File: config.mk
export PLATFORM = sky130hd
export DESIGN_NAME = sbuf_seq_flat
export DESIGN_NICKNAME = d
export VERILOG_FILES = /design/src/rtl/sbuf_pkg.sv /design/src/rtl/sbuf_seq_if.sv /design/src/rtl/sbuf_rd_arb.sv /design/src/rtl/sbuf_seq.sv /design/src/flat_wrapper.sv
export SDC_FILE = /design/constraint.sdc
export NUM_CORES = 1
export LEC_CHECK = 0
export ABC_AREA = 1
export CAP_MARGIN = 10
export CORE_MARGIN = 5
export CORE_UTILIZATION = 35
export DETAILED_ROUTE_END_ITERATION = 8
export PLACE_DENSITY_LB_ADDON = 0.3
export SYNTH_ARGS = -nofsm -noshare
export SYNTH_HDL_FRONTEND = slang
export SYNTH_HIERARCHICAL = 1
export SYNTH_SLANG_ARGS = --single-unit
File: constraint.sdc
create_clock -name clk -period 2.95 [get_ports clk]
set_input_delay 0.295 -clock clk [delete_from_list [all_inputs] [get_ports clk]]
set_output_delay 0.295 -clock clk [all_outputs]
set_load 0.01 [all_outputs]
File: src/rtl/sbuf_pkg.sv
// Shared state encoding and parameter defaults for the sbuf run sequencer.
// Latency/backpressure: none, declarations only.
package sbuf_pkg;

    localparam int SBUF_LEN_W    = 8;
    localparam int SBUF_ADR_W    = 9;
    localparam int SBUF_WDOG_MAX = 255;

    typedef enum logic [1:0] {
        ST_IDLE  = 2'd0,
        ST_START = 2'd1,
        ST_RUN   = 2'd2,
        ST_DONE  = 2'd3
    } sbuf_state_e;

endpackage

File: src/rtl/sbuf_seq_if.sv
// Command, array-write and sbuf read-port signals of the run sequencer.
// Latency/backpressure: none, wiring only; slave is the sequencer side.
interface sbuf_seq_if
    import sbuf_pkg::*;
#(
    parameter int LEN_W = SBUF_LEN_W,
    parameter int ADR_W = SBUF_ADR_W
);
    logic [LEN_W-1:0] cmd_len;
    logic             cmd_go;
    logic             cmd_abort;
    logic             cmd_busy;
    logic             cmd_done;
    logic             cmd_aborted;
    logic             arr_valid;
    logic             start;
    logic [LEN_W-1:0] run_cntr;
    logic             sw;
    logic             finish;
    logic             cpu_rreq;
    logic             drn_rreq;
    logic [ADR_W-1:0] cpu_radr;
    logic [ADR_W-1:0] drn_radr;
    logic             cpu_rgnt;
    logic             drn_rgnt;
    logic             cpu_rvalid;
    logic             drn_rvalid;
    logic [ADR_W-1:0] sbus_radr;

    modport slave (
        input  cmd_len, cmd_go, cmd_abort, arr_valid, finish,
        input  cpu_rreq, drn_rreq, cpu_radr, drn_radr,
        output cmd_busy, cmd_done, cmd_aborted, start, run_cntr, sw,
        output cpu_rgnt, drn_rgnt, cpu_rvalid, drn_rvalid, sbus_radr
    );

    modport master (
        output cmd_len, cmd_go, cmd_abort, arr_valid, finish,
        output cpu_rreq, drn_rreq, cpu_radr, drn_radr,
        input  cmd_busy, cmd_done, cmd_aborted, start, run_cntr, sw,
        input  cpu_rgnt, drn_rgnt, cpu_rvalid, drn_rvalid, sbus_radr
    );

endinterface

File: src/rtl/sbuf_rd_arb.sv
// Two-requester round-robin arbiter for the single sbuf read port (CPU vs drain).
// Latency: grant/address same cycle, rvalid one cycle later; loser simply retries.
module sbuf_rd_arb
    import sbuf_pkg::*;
#(
    parameter int ADR_W = SBUF_ADR_W
) (
    input  logic             clk,
    input  logic             rst_n,
    input  logic             cpu_rreq,
    input  logic [ADR_W-1:0] cpu_radr,
    input  logic             drn_rreq,
    input  logic [ADR_W-1:0] drn_radr,
    output logic             cpu_rgnt,
    output logic             drn_rgnt,
    output logic             cpu_rvalid,
    output logic             drn_rvalid,
    output logic [ADR_W-1:0] sbus_radr
);

    logic last_drn_q, last_drn_d;
    logic cpu_rvalid_q, cpu_rvalid_d;
    logic drn_rvalid_q, drn_rvalid_d;

    always_comb begin
        cpu_rgnt     = cpu_rreq & (~drn_rreq | last_drn_q);
        drn_rgnt     = drn_rreq & ~cpu_rgnt;
        sbus_radr    = '0;
        last_drn_d   = last_drn_q;
        cpu_rvalid_d = cpu_rgnt;
        drn_rvalid_d = drn_rgnt;
        if (cpu_rgnt) begin
            sbus_radr  = cpu_radr;
            last_drn_d = 1'b0;
        end else if (drn_rgnt) begin
            sbus_radr  = drn_radr;
            last_drn_d = 1'b1;
        end
    end

    // Pointer starts at drain so the CPU takes the first tie.
    always_ff @(posedge clk or negedge rst_n) begin
        if (!rst_n) begin
            last_drn_q   <= 1'b1;
            cpu_rvalid_q <= 1'b0;
            drn_rvalid_q <= 1'b0;
        end else begin
            last_drn_q   <= last_drn_d;
            cpu_rvalid_q <= cpu_rvalid_d;
            drn_rvalid_q <= drn_rvalid_d;
        end
    end

    assign cpu_rvalid = cpu_rvalid_q;
    assign drn_rvalid = drn_rvalid_q;

endmodule

File: src/rtl/sbuf_seq.sv
// sbuf run sequencer (start/run_cntr/sw until finish) plus read-port arbiter; SBUF_SEQ_WDOG_EN adds an idle watchdog.
// Latency: start at go+1, sw combinational on arr_valid, done at finish+1; no backpressure, abort wins.
module sbuf_seq
    import sbuf_pkg::*;
#(
    parameter int LEN_W = SBUF_LEN_W,
    parameter int ADR_W = SBUF_ADR_W
`ifdef SBUF_SEQ_WDOG_EN
    , parameter int WDOG_MAX = SBUF_WDOG_MAX
`endif
) (
    input  logic       clk,
    input  logic       rst_n,
    sbuf_seq_if.slave  bus
`ifdef SBUF_SEQ_WDOG_EN
    , output logic     wdog_err
`endif
);

    sbuf_state_e      state_q, state_d;
    logic [LEN_W-1:0] run_cntr_q, run_cntr_d;
    logic             aborted_q, aborted_d;
    logic             abort_any;
    logic             sw_c;

`ifdef SBUF_SEQ_WDOG_EN
    localparam int WD_W = $clog2(WDOG_MAX + 1);

    logic [WD_W-1:0] wd_cnt_q, wd_cnt_d;
    logic            wdog_err_q, wdog_err_d;
    logic            wd_hit;
    logic            go_acc;

    assign go_acc = (state_q == ST_IDLE) & bus.cmd_go;

    // Fires on the WDOG_MAX-th consecutive idle RUN cycle, counting the current one.
    always_comb begin
        wd_cnt_d   = '0;
        wd_hit     = 1'b0;
        wdog_err_d = wdog_err_q;
        if (state_q == ST_RUN && !bus.arr_valid) begin
            wd_hit   = (wd_cnt_q == WD_W'(WDOG_MAX - 1));
            wd_cnt_d = wd_hit ? '0 : wd_cnt_q + 1'b1;
        end
        if (go_acc) begin
            wdog_err_d = 1'b0;
        end else if (wd_hit) begin
            wdog_err_d = 1'b1;
        end
    end

    always_ff @(posedge clk or negedge rst_n) begin
        if (!rst_n) begin
            wd_cnt_q   <= '0;
            wdog_err_q <= 1'b0;
        end else begin
            wd_cnt_q   <= wd_cnt_d;
            wdog_err_q <= wdog_err_d;
        end
    end

    assign abort_any = bus.cmd_abort | wd_hit;
    assign wdog_err  = wdog_err_q;
`else
    assign abort_any = bus.cmd_abort;
`endif

    always_comb begin
        state_d    = state_q;
        run_cntr_d = run_cntr_q;
        aborted_d  = 1'b0;
        sw_c       = 1'b0;
        case (state_q)
            ST_IDLE: begin
                if (bus.cmd_go) begin
                    run_cntr_d = bus.cmd_len;
                    state_d    = ST_START;
                end
            end
            ST_START: state_d = ST_RUN;
            ST_RUN: begin
                sw_c = bus.arr_valid & ~abort_any;
                if (sw_c && bus.finish) begin
                    state_d = ST_DONE;
                end
            end
            ST_DONE: state_d = ST_IDLE;
            default: state_d = ST_IDLE;
        endcase
        // The sbuf counter is left stale on abort; the next start reloads it.
        if (state_q != ST_IDLE && abort_any) begin
            state_d   = ST_IDLE;
            aborted_d = 1'b1;
        end
    end

    always_ff @(posedge clk or negedge rst_n) begin
        if (!rst_n) begin
            state_q    <= ST_IDLE;
            run_cntr_q <= '0;
            aborted_q  <= 1'b0;
        end else begin
            state_q    <= state_d;
            run_cntr_q <= run_cntr_d;
            aborted_q  <= aborted_d;
        end
    end

    assign bus.cmd_busy    = (state_q != ST_IDLE);
    assign bus.start       = (state_q == ST_START);
    assign bus.cmd_done    = (state_q == ST_DONE);
    assign bus.cmd_aborted = aborted_q;
    assign bus.run_cntr    = run_cntr_q;
    assign bus.sw          = sw_c;

    sbuf_rd_arb #(.ADR_W(ADR_W)) u_rd_arb (
        .clk        (clk),
        .rst_n      (rst_n),
        .cpu_rreq   (bus.cpu_rreq),
        .cpu_radr   (bus.cpu_radr),
        .drn_rreq   (bus.drn_rreq),
        .drn_radr   (bus.drn_radr),
        .cpu_rgnt   (bus.cpu_rgnt),
        .drn_rgnt   (bus.drn_rgnt),
        .cpu_rvalid (bus.cpu_rvalid),
        .drn_rvalid (bus.drn_rvalid),
        .sbus_radr  (bus.sbus_radr)
    );

endmodule

File: src/flat_wrapper.sv
// flat-port wrapper written by rule: the top's interface ports become plain ports
module sbuf_seq_flat import sbuf_pkg::*;
#(
    parameter int LEN_W = SBUF_LEN_W,
    parameter int ADR_W = SBUF_ADR_W

)
  (clk, rst_n, bus_cmd_len, bus_cmd_go, bus_cmd_abort, bus_arr_valid, bus_finish, bus_cpu_rreq, bus_drn_rreq, bus_cpu_radr, bus_drn_radr, bus_cmd_busy, bus_cmd_done, bus_cmd_aborted, bus_start, bus_run_cntr, bus_sw, bus_cpu_rgnt, bus_drn_rgnt, bus_cpu_rvalid, bus_drn_rvalid, bus_sbus_radr);
  sbuf_seq_if #(.LEN_W(LEN_W), .ADR_W(ADR_W)) bus_i ();
  input  logic clk;
  input  logic rst_n;
  input wire logic [$bits(bus_i.cmd_len)-1:0] bus_cmd_len;
  input wire logic [$bits(bus_i.cmd_go)-1:0] bus_cmd_go;
  input wire logic [$bits(bus_i.cmd_abort)-1:0] bus_cmd_abort;
  input wire logic [$bits(bus_i.arr_valid)-1:0] bus_arr_valid;
  input wire logic [$bits(bus_i.finish)-1:0] bus_finish;
  input wire logic [$bits(bus_i.cpu_rreq)-1:0] bus_cpu_rreq;
  input wire logic [$bits(bus_i.drn_rreq)-1:0] bus_drn_rreq;
  input wire logic [$bits(bus_i.cpu_radr)-1:0] bus_cpu_radr;
  input wire logic [$bits(bus_i.drn_radr)-1:0] bus_drn_radr;
  output wire logic [$bits(bus_i.cmd_busy)-1:0] bus_cmd_busy;
  output wire logic [$bits(bus_i.cmd_done)-1:0] bus_cmd_done;
  output wire logic [$bits(bus_i.cmd_aborted)-1:0] bus_cmd_aborted;
  output wire logic [$bits(bus_i.start)-1:0] bus_start;
  output wire logic [$bits(bus_i.run_cntr)-1:0] bus_run_cntr;
  output wire logic [$bits(bus_i.sw)-1:0] bus_sw;
  output wire logic [$bits(bus_i.cpu_rgnt)-1:0] bus_cpu_rgnt;
  output wire logic [$bits(bus_i.drn_rgnt)-1:0] bus_drn_rgnt;
  output wire logic [$bits(bus_i.cpu_rvalid)-1:0] bus_cpu_rvalid;
  output wire logic [$bits(bus_i.drn_rvalid)-1:0] bus_drn_rvalid;
  output wire logic [$bits(bus_i.sbus_radr)-1:0] bus_sbus_radr;
  assign bus_i.cmd_len = bus_cmd_len;
  assign bus_i.cmd_go = bus_cmd_go;
  assign bus_i.cmd_abort = bus_cmd_abort;
  assign bus_i.arr_valid = bus_arr_valid;
  assign bus_i.finish = bus_finish;
  assign bus_i.cpu_rreq = bus_cpu_rreq;
  assign bus_i.drn_rreq = bus_drn_rreq;
  assign bus_i.cpu_radr = bus_cpu_radr;
  assign bus_i.drn_radr = bus_drn_radr;
  assign bus_cmd_busy = bus_i.cmd_busy;
  assign bus_cmd_done = bus_i.cmd_done;
  assign bus_cmd_aborted = bus_i.cmd_aborted;
  assign bus_start = bus_i.start;
  assign bus_run_cntr = bus_i.run_cntr;
  assign bus_sw = bus_i.sw;
  assign bus_cpu_rgnt = bus_i.cpu_rgnt;
  assign bus_drn_rgnt = bus_i.drn_rgnt;
  assign bus_cpu_rvalid = bus_i.cpu_rvalid;
  assign bus_drn_rvalid = bus_i.drn_rvalid;
  assign bus_sbus_radr = bus_i.sbus_radr;
  sbuf_seq #(.LEN_W(LEN_W), .ADR_W(ADR_W)) u_core (.clk(clk), .rst_n(rst_n), .bus(bus_i));
endmodule
==> results.py, run 1 <==
metrics = {
    "outcome": {
        "status": "finished clean",
    },
    "timing": {
        "hold_ws_ps": 387,
        "slew_violations": 0,
        "max_slew_margin_pct": 60.5,
        "setup_tns_ps": 0,
        "fin_crit_ps": 2320,
        "finClkSkew_ps": 4.82,
        "hold_viol_final": 0,
        "fmax_ghz": 0.431,
        "setup-violations-final": 0,
        "tightest_slew_ps": 591,
        "rsz0062_at_grt": "no",
        "finalCritPeriodShare_pct": 78.6,
    },
    "worst_setup_path": {
        "worstSetupPathDepth": 5,
        "start_kind": "input port",
        "worst_r2r_startpoint": "u_core/state_q[0]",
        "worstPathRequired_ps": 2650,
        "critPathKind": "input port to primary output",
        "cp.arrival_ps": 2020,
        "worst-path-max-fanout": 12,
        "reg2regPathDepth": 4,
        "endpoint_kind": "primary output",
        "cp-endpoint": "bus_sbus_radr[5]",
        "crit_family": "buffers and inverters",
        "max_stage_delay_ps": 630,
        "reg2reg_to": "u_core/bus.run_cntr[2]",
        "critPathBufInv": 2,
        "rrSetupSlack_ps": 1610,
        "crit_slowest_cell": "clkdlybuf4s50_1",
        "crit_start": "bus_cpu_rreq",
        "path_cells": "clkdlybuf4s50_1 > a21oi_4 > nand2_1 > nand2_1 > clkdlybuf4s50_1",
    },
    "yosys": {
        "synth_xor_area_share_pct": 0,
        "synth-compound-area-share_pct": 4.49,
        "syn-num-nets": 120,
        "yosys-mux-area-fraction_pct": 12.0,
        "synth_top_family_by_area": "simple AND/OR/NAND/NOR gates",
        "yosys.area_share.simple_pct": 25.5,
        "ys_types": 16,
        "yosys_warnings": 6,
        "syn_area_sq_um": 752,
        "syn_inst": 82,
        "ys_ff_latch": 14,
        "ys_seq_area_share_pct": 46.8,
        "yosys.area_share.adder_pct": 6.66,
        "avgSynthCellArea_sq_um": 9.17,
    },
    "finish": {
        "stdcell_count": 171,
        "area_growth_pct": 85.9,
        "layout-drive-gt1-share_pct": 13.2,
        "fin_area_sq_um": 1400,
        "final_nets": 183,
        "num_antenna_cells": 0,
    },
    "clock_network": {
        "clockBufferDepth": 2,
        "cts_setup_buffers": 0,
        "cts_inserted_buffers": 3,
        "clk_latency_ps": 270,
        "clk_pin_slew_ps": 80,
        "post_cts.resized_instances": 0,
        "cts_tree": "yes",
        "holdBufCountCts": 0,
        "clock_sinks": 14,
        "cts-htree-levels": 1,
        "cts_root_buf": "clkbuf_4",
    },
    "pwr": {
        "pwr-share-clk_pct": 11.5,
        "pwr_density_cell_nw_per_um2": 684,
        "seq_power_share_pct": 33.0,
        "intPower_mw": 0.637,
        "pwr-share-comb_pct": 55.5,
        "p_sw_mw": 0.319,
        "p_sw_share_pct": 33.3,
        "irDropWorstVdd_uv": 455,
        "total_leakage_power_nw": 0.633,
    },
    "detailed_routing": {
        "first_pass_iters": 4,
        "drt_iter0_markers": 9,
        "avgRoutedWirePerCell_microns": 13.1,
        "drc_errors": 0,
        "ant_nets": 0,
        "vias_per_cell": 4.76,
        "vias": 814,
        "wl_microns": 2250,
    },
    "global_route": {
        "grt_pass1_wl_microns": 3690,
        "grt_max_degree": 15,
        "antenna_found_initial": 0,
        "grt_pass1_vias": 881,
        "gr-total-overflow": 0,
        "grt_usage_pct": 14.7,
    },
    "job": {
        "cap_violations": 0,
    },
    "floorplanning": {
        "core-area_sq_um": 2000,
        "die_area_sq_um": 3180,
        "floorplan.initialDensity_pct": 37.6,
        "die_w_microns": 56.4,
        "die_y_microns": 56.4,
        "design.portCount": 60,
        "rows": 16,
    },
    "place": {
        "placed_cell_area_sq_um": 1370,
        "hpwl_microns": 1900,
        "port_buffers": 59,
        "place.gp.congestion": 0.753,
        "place_inst": 167,
    },
    "worst_hold_path": {
        "hold_class": "input port to async pin",
    },
}
## cell usage after synthesis
| cell type | number | share of area [%] |
|---|---|---|
| nand4_1 | 1 | 0.83 |
| inv_1 | 6 | 3.0 |
| ha_1 | 4 | 6.7 |
| nor2_1 | 1 | 0.50 |
| buf_2 | 1 | 0.66 |
| o21ai_0 | 2 | 1.3 |
| inv_2 | 2 | 1.0 |
| a21oi_4 | 1 | 2.2 |
| or2_4 | 1 | 1.2 |
| mux2_2 | 8 | 12 |
| a21boi_0 | 1 | 1.0 |
| nand3_1 | 12 | 8.0 |
| nand2_1 | 25 | 12 |
| dfstp_2 | 1 | 3.5 |
| dfrtp_1 | 13 | 43 |
| nand2_2 | 3 | 2.5 |
## stage by stage
step | setup slack (ps) | utilization, % | power [mW]
global placement | 710 | 68.5 | 0.839
floorplan | 1700 | - | 0.566
CTS | 656 | 69.8 | 0.971
finish | 631 | 69.8 | 0.956
detailed placement | 661 | 68.5 | 0.857
global route | 532 | 69.8 | 1.02
## state kept, by name (all words and copies together) (netlist names)
name and flops:
u_core/bus.cmd_aborted 1, u_core/bus.run_cntr 8, u_core/state_q 2, u_core/u_rd_arb/cpu_rvalid 1
u_core/u_rd_arb/drn_rvalid 1, u_core/u_rd_arb/last_drn_q 1
## logic make-up after synthesis
kind of cell | after synthesis
flip-flops | 14
adder cells (fa/ha/maj) | 4
AO/OA/AOI/OAI | 4
AND/OR/NAND/NOR | 43
multiplexers | 8
buffers and inverters | 9
## cell type report
cell class,count,area (sq um)
Fill cell,157,604
Inverter,8,30.0
Sequential cell,14,352
Tap cell,27,33.8
Multi-Input combinational cell,59,365
Clock buffer,4,26.3
Timing Repair Buffer,59,591
## cells in the final DEF (no fill, tap or decap), drive strengths merged
| master | n |
|---|---|
| a21boi | 1 |
| a21oi | 1 |
| clkbuf | 4 |
| clkdlybuf4s50 | 59 |
| dfrtp | 13 |
| dfstp | 1 |
| ha | 4 |
| inv | 8 |
| mux2 | 8 |
| nand2 | 28 |
| nand3 | 12 |
| nand4 | 1 |
| nor2 | 1 |
| o21ai | 2 |
| or2 | 1 |
## power groups by stage
stage / Sequential (mW) / Clock [mW] / Combinational (mW)
floorplan: 0.347 / 0 / 0.219
finish: 0.315 / 0.110 / 0.530
global placement: 0.316 / 0 / 0.523
CTS: 0.316 / 0.116 / 0.539
global route: 0.326 / 0.126 / 0.566
detailed placement: 0.321 / 0 / 0.537
## worst min-delay path by stage
stage                     cells after the start              startpoint                     end
after CTS                                     1                   rst_n  u_core/bus.run_cntr[2]
after global routing                          1                   rst_n  u_core/bus.run_cntr[1]
after floorplan                               0                   rst_n  u_core/bus.cmd_aborted
after detailed placement                      1  u_core/bus.run_cntr[4]  u_core/bus.run_cntr[4]
after global placement                        1  u_core/bus.run_cntr[4]  u_core/bus.run_cntr[4]
final                                         1                   rst_n  u_core/bus.run_cntr[1]
## per-layer routing
| metal | GRT usage (%) | share of wire, % | vias to the layer above |
|---|---|---|---|
| met5 | 0 | 0 | - |
| met4 | 8.81 | 3.5 | 0 |
| met3 | 5.73 | 8.1 | 8 |
| met2 | 27.4 | 52 | 43 |
| met1 | 13.0 | 36 | 373 |
| li1 | - | - | 390 |
Power figures use the tool's default switching activity.
==> run 2, diff against run 1 <==
--- a/config.mk
+++ b/config.mk
@@ -8,7 +8,7 @@
 export ABC_AREA = 1
 export CAP_MARGIN = 10
 export CORE_MARGIN = 5
-export CORE_UTILIZATION = 35
+export CORE_UTILIZATION = 32
 export DETAILED_ROUTE_END_ITERATION = 8
 export PLACE_DENSITY_LB_ADDON = 0.3
 export SYNTH_ARGS = -nofsm -noshare
==> constraint.sdc (replaced) <==
create_clock -name clk -period 2.3 [get_ports clk]
set_input_delay 0.23 -clock clk [delete_from_list [all_inputs] [get_ports clk]]
set_output_delay 0.23 -clock clk [all_outputs]
set_load 0.01 [all_outputs]
==> run 2 against run 1 <==
Non-clock buffer count up 1. Flip-flop and latch count stayed put. Design area grew 1.3%. First-iteration DRC count up 22%. Routed wire length is 4.3% lower. Hold slack worse by 59 ps. Clock skew fell by 3.6 ps. Sequential power up 29%. Die area increased by 7.7%. Total power is 31% higher. Critical path depth unchanged.
==> results.py, run 2 (synthesis gave the netlist of run 1 again) <==
metrics = {
    "outcome": {
        "status": "finished clean",
    },
    "clock_network": {
        "holdBufCountCts": 0,
        "cts_inserted_buffers": 3,
        "clk_latency_ps": 270,
        "clockBufferDepth": 2,
        "cts_tree": "yes",
        "post_cts.resized_instances": 0,
        "cts-htree-levels": 1,
        "clock_sinks": 14,
        "cts_setup_buffers": 0,
        "cts_root_buf": "clkbuf_4",
        "clk_pin_slew_ps": 80,
    },
    "floorplanning": {
        "die_w_microns": 58.5,
        "core-area_sq_um": 2230,
        "floorplan.initialDensity_pct": 33.7,
        "design.portCount": 60,
        "die_area_sq_um": 3420,
        "rows": 17,
        "die_y_microns": 58.5,
    },
    "detailed_routing": {
        "wl_microns": 2150,
        "ant_nets": 0,
        "first_pass_iters": 4,
        "avgRoutedWirePerCell_microns": 12.4,
        "vias": 810,
        "drt_iter0_markers": 11,
        "vias_per_cell": 4.68,
        "drc_errors": 0,
    },
    "worst_setup_path": {
        "worst-path-max-fanout": 10,
        "reg2reg_to": "u_core/bus.run_cntr[0]",
        "max_stage_delay_ps": 570,
        "critPathBufInv": 2,
        "rrSetupSlack_ps": 930,
        "crit_family": "buffers and inverters",
        "critPathKind": "flop to primary output",
        "path_cells": "inv_1 > nand2_2 > nand3_1 > nand2_1 > clkdlybuf4s50_1",
        "cp.arrival_ps": 1770,
        "reg2regPathDepth": 4,
        "worstPathRequired_ps": 2070,
        "crit_slowest_cell": "dfstp_2",
        "start_kind": "flop",
        "endpoint_kind": "primary output",
        "worst_r2r_startpoint": "u_core/state_q[0]",
    },
    "global_route": {
        "grt_pass1_wl_microns": 3460,
        "antenna_found_initial": 0,
        "grt_pass1_vias": 838,
        "grt_max_degree": 15,
        "gr-total-overflow": 0,
        "grt_usage_pct": 13.2,
    },
    "finish": {
        "final_common_cell": "clkdlybuf4s50_1",
        "final_nets": 184,
        "num_antenna_cells": 0,
        "area_growth_pct": 88.4,
        "final_cell_mix": "59 x clkdlybuf4s50_1, 25 x nand2_1, 13 x dfrtp_1, 12 x nand3_1, 8 x mux2_2",
        "layout-drive-gt1-share_pct": 14.5,
        "largest_reg_flops": 8,
    },
    "place": {
        "place.gp.congestion": 0.719,
        "place_ws_ps": 288,
        "hpwl_microns": 1840,
        "port_buffers": 59,
    },
    "pwr": {
        "total_leakage_power_nw": 0.643,
        "finalPower_mw": 1.25,
        "pwr_density_cell_nw_per_um2": 884,
        "irDropWorstVdd_uv": 644,
    },
    "timing": {
        "setup_slack_ps": 297,
        "finalCritPeriodShare_pct": 87.1,
        "max_slew_margin_pct": 60.2,
        "slew_violations": 0,
        "fmax_ghz": 0.499,
        "setup-violations-final": 0,
        "hold_viol_final": 0,
        "setup_tns_ps": 0,
        "rsz0062_at_grt": "no",
        "tightest_slew_ps": 596,
        "fin_crit_ps": 2000,
        "finClkSkew_ps": 1.20,
    },
    "worst_hold_path": {
        "hold_class": "input port to async pin",
    },
    "job": {
        "cap_violations": 0,
    },
}
==> run 2: changes by cell type in the layout (fill, tap and decap cells not counted) <==
cell / change
buf_4: +1
clkbuf_1: -1
clkbuf_8: +1
==> run 2: report_power, final <==
part           internal [mW]  switching [mW]
Sequential             0.350          0.0557
Clock                 0.0962          0.0745
Combinational          0.401           0.275
Total                  0.847           0.406
==> run 2: worst max path at each step <==
| stage | from | endpoint | slack [ps] | cells past startpoint |
|---|---|---|---|---|
| floorplan | u_core/state_q[0] | u_core/bus.run_cntr[0] | 1050 | 4 |
| detailed placement | bus_drn_rreq | bus_sbus_radr[1] | 290 | 6 |
| global route | u_core/u_rd_arb/last_drn_q | bus_sbus_radr[2] | 130 | 5 |
| global placement | bus_drn_rreq | bus_sbus_radr[3] | 340 | 6 |
| finish | u_core/u_rd_arb/last_drn_q | bus_sbus_radr[1] | 300 | 5 |
| CTS | u_core/u_rd_arb/last_drn_q | bus_sbus_radr[1] | 260 | 5 |
==> run 2: worst register-to-register path: cells and delay by family, from the launching register on <==
| kind | cells | cell delay [ps] |
|---|---|---|
| AND/OR/NAND/NOR | 1 | 180 |
| adder cells (fa/ha/maj) | 1 | 240 |
| buffers and inverters | 1 | 80 |
| multiplexers | 1 | 370 |
| flip-flops | 1 | 400 |
==> run 2: per-stage QoR <==
stage               cell area, sq um  cells  hold slack (ps)  util [%]
global placement                1380    169              485      61.8
CTS                             1420    173              341      63.4
finish                          1420    173              328      63.4
floorplan                        752     82            -65.6         -
detailed placement              1380    169              491      61.8
global route                    1420    173              371      63.4
==> run 2: layout make-up <==
cell class	instances	area (sq um)
well taps	28	35.0
clock buffers	4	36.3
fillers	210	817
flip-flops and latches	14	352
multi-input cells	59	365
repair buffers	60	598
inverters	8	30.0
==> run 2: metal layers <==
metal  track usage (%)  up-vias  share of wire, %
met5                 0        -                 0
met4              5.96        0              0.88
met3              8.33        2                16
met2              22.6       43                51
met1              12.4      372                32
li1                  -      393                 -
